File: src/rtl/dff_pkg.sv
// Shared types for the debounce block: the four resting/checking states.
package dff_pkg;

  typedef enum logic [1:0] {
    S_LOW      = 2'd0,
    S_RISE_CHK = 2'd1,
    S_HIGH     = 2'd2,
    S_FALL_CHK = 2'd3
  } deb_state_t;

endpackage

File: src/rtl/sync_chain.sv
// Flop shift chain that brings an asynchronous 1-bit input into the clk domain.
// The output is the last stage; the first stage may go metastable.
module sync_chain #(
  parameter int STAGES = 2
) (
  input  logic clk,
  input  logic reset_n,
  input  logic d,
  output logic q
);

  logic [STAGES-1:0] chain_q;
  logic [STAGES-1:0] chain_d;

  // Shift the raw input in at bit 0; bit STAGES-1 is the synchronised value.
  always_comb begin
    chain_d = {chain_q[STAGES-2:0], d};
  end

  // Chain register, cleared asynchronously.
  always_ff @(posedge clk or negedge reset_n) begin
    if (!reset_n) chain_q <= '0;
    else          chain_q <= chain_d;
  end

  assign q = chain_q[STAGES-1];

endmodule

File: src/rtl/sync_debounce.sv
// Synchronise a bouncy asynchronous input, accept a level change only after
// DEBOUNCE_CYCLES consecutive agreeing synced samples, and emit one-cycle
// rise/fall pulses. All outputs come straight from flops.
//
// Handshake: none. din is free-running and asynchronous; q/rise/fall/busy
// are plain registered levels/pulses valid every cycle after reset.
module sync_debounce
  import dff_pkg::*;
#(
  parameter int SYNC_STAGES     = 2,
  parameter int DEBOUNCE_CYCLES = 4
) (
  input  logic       clk,
  input  logic       reset_n,
  input  logic       din,
  output logic       q,
  output logic       rise,
  output logic       fall,
  output logic       busy,
  output deb_state_t dbg_state
);

  localparam int CW = $clog2(DEBOUNCE_CYCLES);
  localparam logic [CW-1:0] CNT_ONE  = CW'(1);
  localparam logic [CW-1:0] CNT_LAST = CW'(DEBOUNCE_CYCLES - 1);

  if (SYNC_STAGES < 2) begin : g_bad_sync
    $error("sync_debounce: SYNC_STAGES must be >= 2");
  end
  if (DEBOUNCE_CYCLES < 2) begin : g_bad_deb
    $error("sync_debounce: DEBOUNCE_CYCLES must be >= 2");
  end

  logic       din_s;
  deb_state_t state_q, state_d;
  logic [CW-1:0] cnt_q, cnt_d;
  logic       q_q, q_d;
  logic       rise_q, rise_d;
  logic       fall_q, fall_d;
  logic       busy_q, busy_d;

  sync_chain #(.STAGES(SYNC_STAGES)) u_sync (
    .clk     (clk),
    .reset_n (reset_n),
    .d       (din),
    .q       (din_s)
  );

  // Next-state: count consecutive opposite samples; any agreeing sample aborts.
  always_comb begin
    state_d = state_q;
    cnt_d   = cnt_q;
    q_d     = q_q;
    rise_d  = 1'b0;
    fall_d  = 1'b0;
    case (state_q)
      S_LOW: begin
        if (din_s) begin
          state_d = S_RISE_CHK;
          cnt_d   = CNT_ONE;
        end
      end
      S_RISE_CHK: begin
        if (!din_s) begin
          state_d = S_LOW;
          cnt_d   = '0;
        end else if (cnt_q == CNT_LAST) begin
          state_d = S_HIGH;
          q_d     = 1'b1;
          rise_d  = 1'b1;
          cnt_d   = '0;
        end else begin
          cnt_d = cnt_q + CNT_ONE;
        end
      end
      S_HIGH: begin
        if (!din_s) begin
          state_d = S_FALL_CHK;
          cnt_d   = CNT_ONE;
        end
      end
      S_FALL_CHK: begin
        if (din_s) begin
          state_d = S_HIGH;
          cnt_d   = '0;
        end else if (cnt_q == CNT_LAST) begin
          state_d = S_LOW;
          q_d     = 1'b0;
          fall_d  = 1'b1;
          cnt_d   = '0;
        end else begin
          cnt_d = cnt_q + CNT_ONE;
        end
      end
      default: begin
        state_d = S_LOW;
        cnt_d   = '0;
        q_d     = 1'b0;
      end
    endcase
    busy_d = (state_d == S_RISE_CHK) || (state_d == S_FALL_CHK);
  end

  // FSM, counter and registered outputs; reset discards any pending candidate.
  always_ff @(posedge clk or negedge reset_n) begin
    if (!reset_n) begin
      state_q <= S_LOW;
      cnt_q   <= '0;
      q_q     <= 1'b0;
      rise_q  <= 1'b0;
      fall_q  <= 1'b0;
      busy_q  <= 1'b0;
    end else begin
      state_q <= state_d;
      cnt_q   <= cnt_d;
      q_q     <= q_d;
      rise_q  <= rise_d;
      fall_q  <= fall_d;
      busy_q  <= busy_d;
    end
  end

  assign q         = q_q;
  assign rise      = rise_q;
  assign fall      = fall_q;
  assign busy      = busy_q;
  assign dbg_state = state_q;

endmodule

File: config.mk
export PLATFORM = sky130hd
export DESIGN_NAME = sync_debounce
export DESIGN_NICKNAME = d
export VERILOG_FILES = /design/src/rtl/dff_pkg.sv /design/src/rtl/sync_chain.sv /design/src/rtl/sync_debounce.sv
export SDC_FILE = /design/constraint.sdc
export NUM_CORES = 1
export LEC_CHECK = 0
export CAP_MARGIN = 10
export CORE_AREA = 2 2 39 41
export CTS_BUF_LIST = sky130_fd_sc_hd__clkbuf_16
export DETAILED_ROUTE_END_ITERATION = 16
export DIE_AREA = 0 0 41 43
export GPL_TIMING_DRIVEN = 0
export PLACE_DENSITY_LB_ADDON = 0.15
export SLEW_MARGIN = 30
export SYNTH_ARGS = -nofsm -noshare
export SYNTH_HDL_FRONTEND = slang
export SYNTH_SLANG_ARGS = --single-unit
File: constraint.sdc
create_clock -name clk -period 1.1 [get_ports clk]
set_clock_uncertainty 0.15 [all_clocks]
set_input_delay 0.165 -clock clk [delete_from_list [all_inputs] [get_ports clk]]
set_output_delay 0.165 -clock clk [all_outputs]
set_load 0.02 [all_outputs]
After elaboration in Yosys (flattened, before gate mapping)
Cells that the tools add are included.

Output and inout bits: 6. Logic and storage cells: 48. Register bits: 10.

Reductions and logical operators: 5. Equal/unequal tests: 12. $add $sub $neg: 1. Muxes and demuxes: 23.

Operators with widths (count): $mux W2 (11); $pmux W2 S4 (2); $mux W1 (9); $eq A2 B2 Y1 const B (4); $ne A2 B2 Y1 const B (4); $reduce_and A5 Y1 (1); $eq A2 B1 Y1 const B (2); $ne A2 B1 Y1 const B (2); $add A2 B1 Y2 const B (1); $logic_not A2 Y1 (1); $pmux W1 S2 (1); $reduce_and A2 Y1 (1); $reduce_bool A2 Y1 (1); $logic_or A1 B1 Y1 (1).

Logic depth before layout (Yosys ltp)
Word-level depth: 6. Depth in mapped cells: 3.

Modules after synthesis
Synthesis repeated with hierarchy kept, for this count alone.

Cell total of the unflattened synthesis: 29. Area total of the unflattened synthesis: 345.3 um2.

By module, submodules not included: sync_debounce (area each 295.3 um2, seq. area each 175.2 um2, instances 1, cells an instance 27); sync_chain (area each 50.0 um2, seq. area each 50.0 um2, instances 1, cells an instance 2).

Worst setup path before layout
Ideal clock, no wire load.

Kind: reg2reg. From: register cnt_q[0]. To: register state_q[1] (netlist: dbg_state[1]). Data arrival time: 0.978 ns. Clock period less this slack: 1.253 ns. Stages on the path, launching flop included: 4. Setup slack: -0.153 ns. Path through: dfrtp_1 > ha_1 > nand2_2 > mux2_4.

Word-level cells in the longest chain between the ends: 4.

RTL lines: start, declared (line sync_debounce.sv:36) `logic [CW-1:0] cnt_q, cnt_d;`; start signal, assigned (line sync_debounce.sv:115) `cnt_q <= cnt_d;`; $eq A2 B2 Y1 * (line sync_debounce.sv:67, sync_debounce.sv:86); $mux W2 (on tied branches) (line sync_debounce.sv:86, sync_debounce.sv:67); $mux W2 (on tied branches) (line sync_debounce.sv:83, sync_debounce.sv:64); $pmux W2 S4 * (line sync_debounce.sv:56) `case (state_q)`; net state_d[1] (line sync_debounce.sv:35) `deb_state_t state_q, state_d;`; end signal, assigned (line sync_debounce.sv:114) `state_q <= state_d;`; end, declared (line sync_debounce.sv:35).

The timed path passes the listed nets; every way through them passes the cells marked *. A chain may end at the register's enable or synchronous reset.

Worst setup path after layout
From: register state_q[0] (netlist: dbg_state[0]). To: output dbg_state[0].

RTL lines: end, declared (line sync_debounce.sv:20) `output deb_state_t dbg_state`.

No word-level cell between the ends.

==> qor.txt <==
# DRC: 0
Final nets: 47
Fillers: 140
Most frequent cells in the layout: dfrtp_1 (7), buf_6 (5), buf_4 (5)
H-tree depth: 1
Critical path destination: dbg_state[0]
Failing checks: setup timing
Critical path data arrival time: 0.90 ns
CP max FO: 4
Worst Setup Start Kind: register
Layout cell share with drive strength beyond 1: 52.4%
Synthesized flop and latch total: 9
CP Class: reg -> out
Endpoints failing setup: 5
# hold bufs at CTS: 0
CP cell instances: buf_6 -> buf_6
Cell Count, Final, Fillers Out: 58
Iteration-0 DRC Markers: 3
Number of global-route vias before repair: 257
Per-cell routed wire length: 11.2 um
Critical Path Stages: 2
Power per cell area: 3030 mW/mm2
Cell total after placement: 49
Cts bufs inserted: 3
Clk pin slew, worst setup/hold paths: 0.04 ns
RSZ-0062 raised after global routing: true
Reg2reg end: dbg_state[1]$_DFF_PN0_
Ys Warns: 0
Area share of the largest cell type after synthesis: 63.4%
Hold Path Class: in -> async
Final WL: 649 um
Sequential cell area: 228 um2
Worst-Margin Slew: 0.412 ns
Worst-Skew Late Latency: 0.23 ns
Via/cell ratio: 4.22
Slew HR: 72.4%
Maxcap violations: 0
Multi-input gate area: 155 um2
Root Buffer: clkbuf_16
Mapped Cells: 25
Sink Count: 9
Tot GR Track Use: 9.45%
Die area: 0.00176 mm2
Die Wd: 41 um
Post-place setup slack: -0.434 ns
Starting Density: 25.7%
Syn nets: 29
Max stage delay on crit path: 0.43 ns
Ant. Diodes: 0
Slack of the critical path: -0.113 ns
Largest net degree at the start of global routing: 10
Tmin final: 1.21 ns
Worst Path Required: 0.78 ns
Grt ovf: 0
Synth top area cells: dfrtp_1 (63%), mux2i_1 (5.6%), mux2_4 (4.2%), a211oi_2 (3.5%), ha_1 (3.5%)
CP top delay family: flip-flops
Most used cell, CP: buf_6
CP bufs+invs: 2
Reg-to-reg startpoint: dbg_state[0]$_DFF_PN0_
Commonest non-fill, non-tap cell in the layout: dfrtp_1
Cell taking the most area after synthesis: dfrtp_1
Final worst path period share: 110%
Mean area per synthesized cell: 14.2 um2
Initial antenna violation count: 0
Endpoint class of the critical path: output pin
Final HPWL DP: 412 um
Worst Setup SP: dbg_state[0]$_DFF_PN0_
Clk buf depth: 2
Hold Violations, Final: 0
I/O Buffers: 8
CORE AREA: 0.00138 mm2
Die Ht: 43 um
Max Clock Freq: 825 MHz
Final Total Pwr: 0.00185 W
First-pass GRT wire length: 1.10 mm
R2R setup slack: -0.11 ns
Peak VDD IR: 1.04 mV
Post-Syn Area: 355 um2
Final core utilization: 44.0%
Reg2Reg Depth: 3
P_leak: 0.293 nW
Drt first pass iters: 2
Final antenna-violating net count: 0
Unique masters post-synth: 16
Layout area overhead: 71.5%
Slowest CP cell: dfrtp_2
Row count: 14
CTS tree: done
Min Hold Slack: 0.0858 ns
Via Count: 245
Sequential share of the synthesized area: 63.4%
Fin. max-slew vios: 0
I/O pin cnt: 9
Status: complete, but fails checks
Placer Congestion: 0.632
cell families after synthesis:
| logic type | count (synthesis) | share of synthesized area (%) |
|---|---|---|
| AO/OA/AOI/OAI | 2 | 4.93 |
| XOR/XNOR | 1 | 2.47 |
| adder cells (fa/ha/maj) | 1 | 3.52 |
| buffers and inverters | 2 | 3.17 |
| flip-flops | 9 | 63.4 |
| multiplexers | 3 | 9.86 |
| AND/OR/NAND/NOR | 7 | 12.7 |
worst min path at each step:
stage | endpoint | slack, ns | from | depth (start not counted)
2_1_floorplan | cnt_q[0]$_DFFE_PN0P_ | -0.28 | reset_n | 0
3_3_place_gp | u_sync.chain_q[1]$_DFF_PN0_ | 0.19 | u_sync.chain_q[0]$_DFF_PN0_ | 0
3_5_place_dp | u_sync.chain_q[1]$_DFF_PN0_ | 0.20 | u_sync.chain_q[0]$_DFF_PN0_ | 0
4_1_cts | q$_DFFE_PN0P_ | 0.1 | reset_n | 1
5_1_grt | q$_DFFE_PN0P_ | 0.12 | reset_n | 1
6_report | q$_DFFE_PN0P_ | 0.09 | reset_n | 1
registers in the layout, indices dropped and copies added, names as in the netlist:
| name | cells |
|---|---|
| fall | 1 |
| dbg_state | 2 |
| u_sync.chain_q | 2 |
| q | 1 |
| cnt_q | 2 |
| rise | 1 |
timing repair:
item,in CTS,in global routing
endpoints found under the hold margin,0,0
gates resized for setup,34,4
setup buffers,3,2
setup endpoints to repair,9,9
pin swaps,3,2
layout make-up:
| class | count | share of cell area (%) |
|---|---|---|
| Clock buffer | 3 | 12.3 |
| Buffer | 1 | 1.85 |
| Tap cell | 16 | 3.29 |
| Sequential cell | 9 | 37.4 |
| Inverter | 1 | 0.616 |
| Multi-Input combinational cell | 14 | 25.5 |
| Clock inverter | 1 | 0.616 |
| Timing Repair Buffer | 13 | 18.5 |
synth_stat cells (all sizes together):
cell / instances
dfrtp: 9
mux2i: 2
nand2: 2
a211oi: 1
a21oi: 1
and4b: 1
buf: 1
ha: 1
inv: 1
mux2: 1
nand2b: 1
nand3b: 1
nor2: 1
nor3b: 1
xnor2: 1
power by group:
| group | switching (W) | total [W] | internal (W) |
|---|---|---|---|
| combinational | 0.000269 | 0.000685 | 0.000416 |
| sequential | 0.000115 | 0.000537 | 0.000422 |
| clock | 0.000149 | 0.000623 | 0.000474 |
through the flow:
stage	cell area [um2]	setup TNS [ns]
6_report	609	-0.367
5_1_grt	609	-0.536
4_1_cts	572	-0.405
3_5_place_dp	465	-1.72
3_3_place_gp	465	-1.61
2_1_floorplan	365	-0.147
metal layers:
layer | vias to the layer above | share of wire [%] | track usage, % | routed length [um]
li1 | 118 | - | - | -
met1 | 120 | 48 | 11.4 | 309
met2 | 7 | 46 | 13.8 | 299
met3 | 0 | 6.0 | 3.14 | 39
met4 | 0 | 0 | 6.00 | 0
met5 | - | 0 | 0 | 0
worst register-to-register path, stage by stage (launching register included):
cell     delay, ns
dfrtp_2       0.43
buf_4         0.16
nand2_4       0.07
mux2_4        0.29
Note: power is estimated with default switching activity, not from simulation.
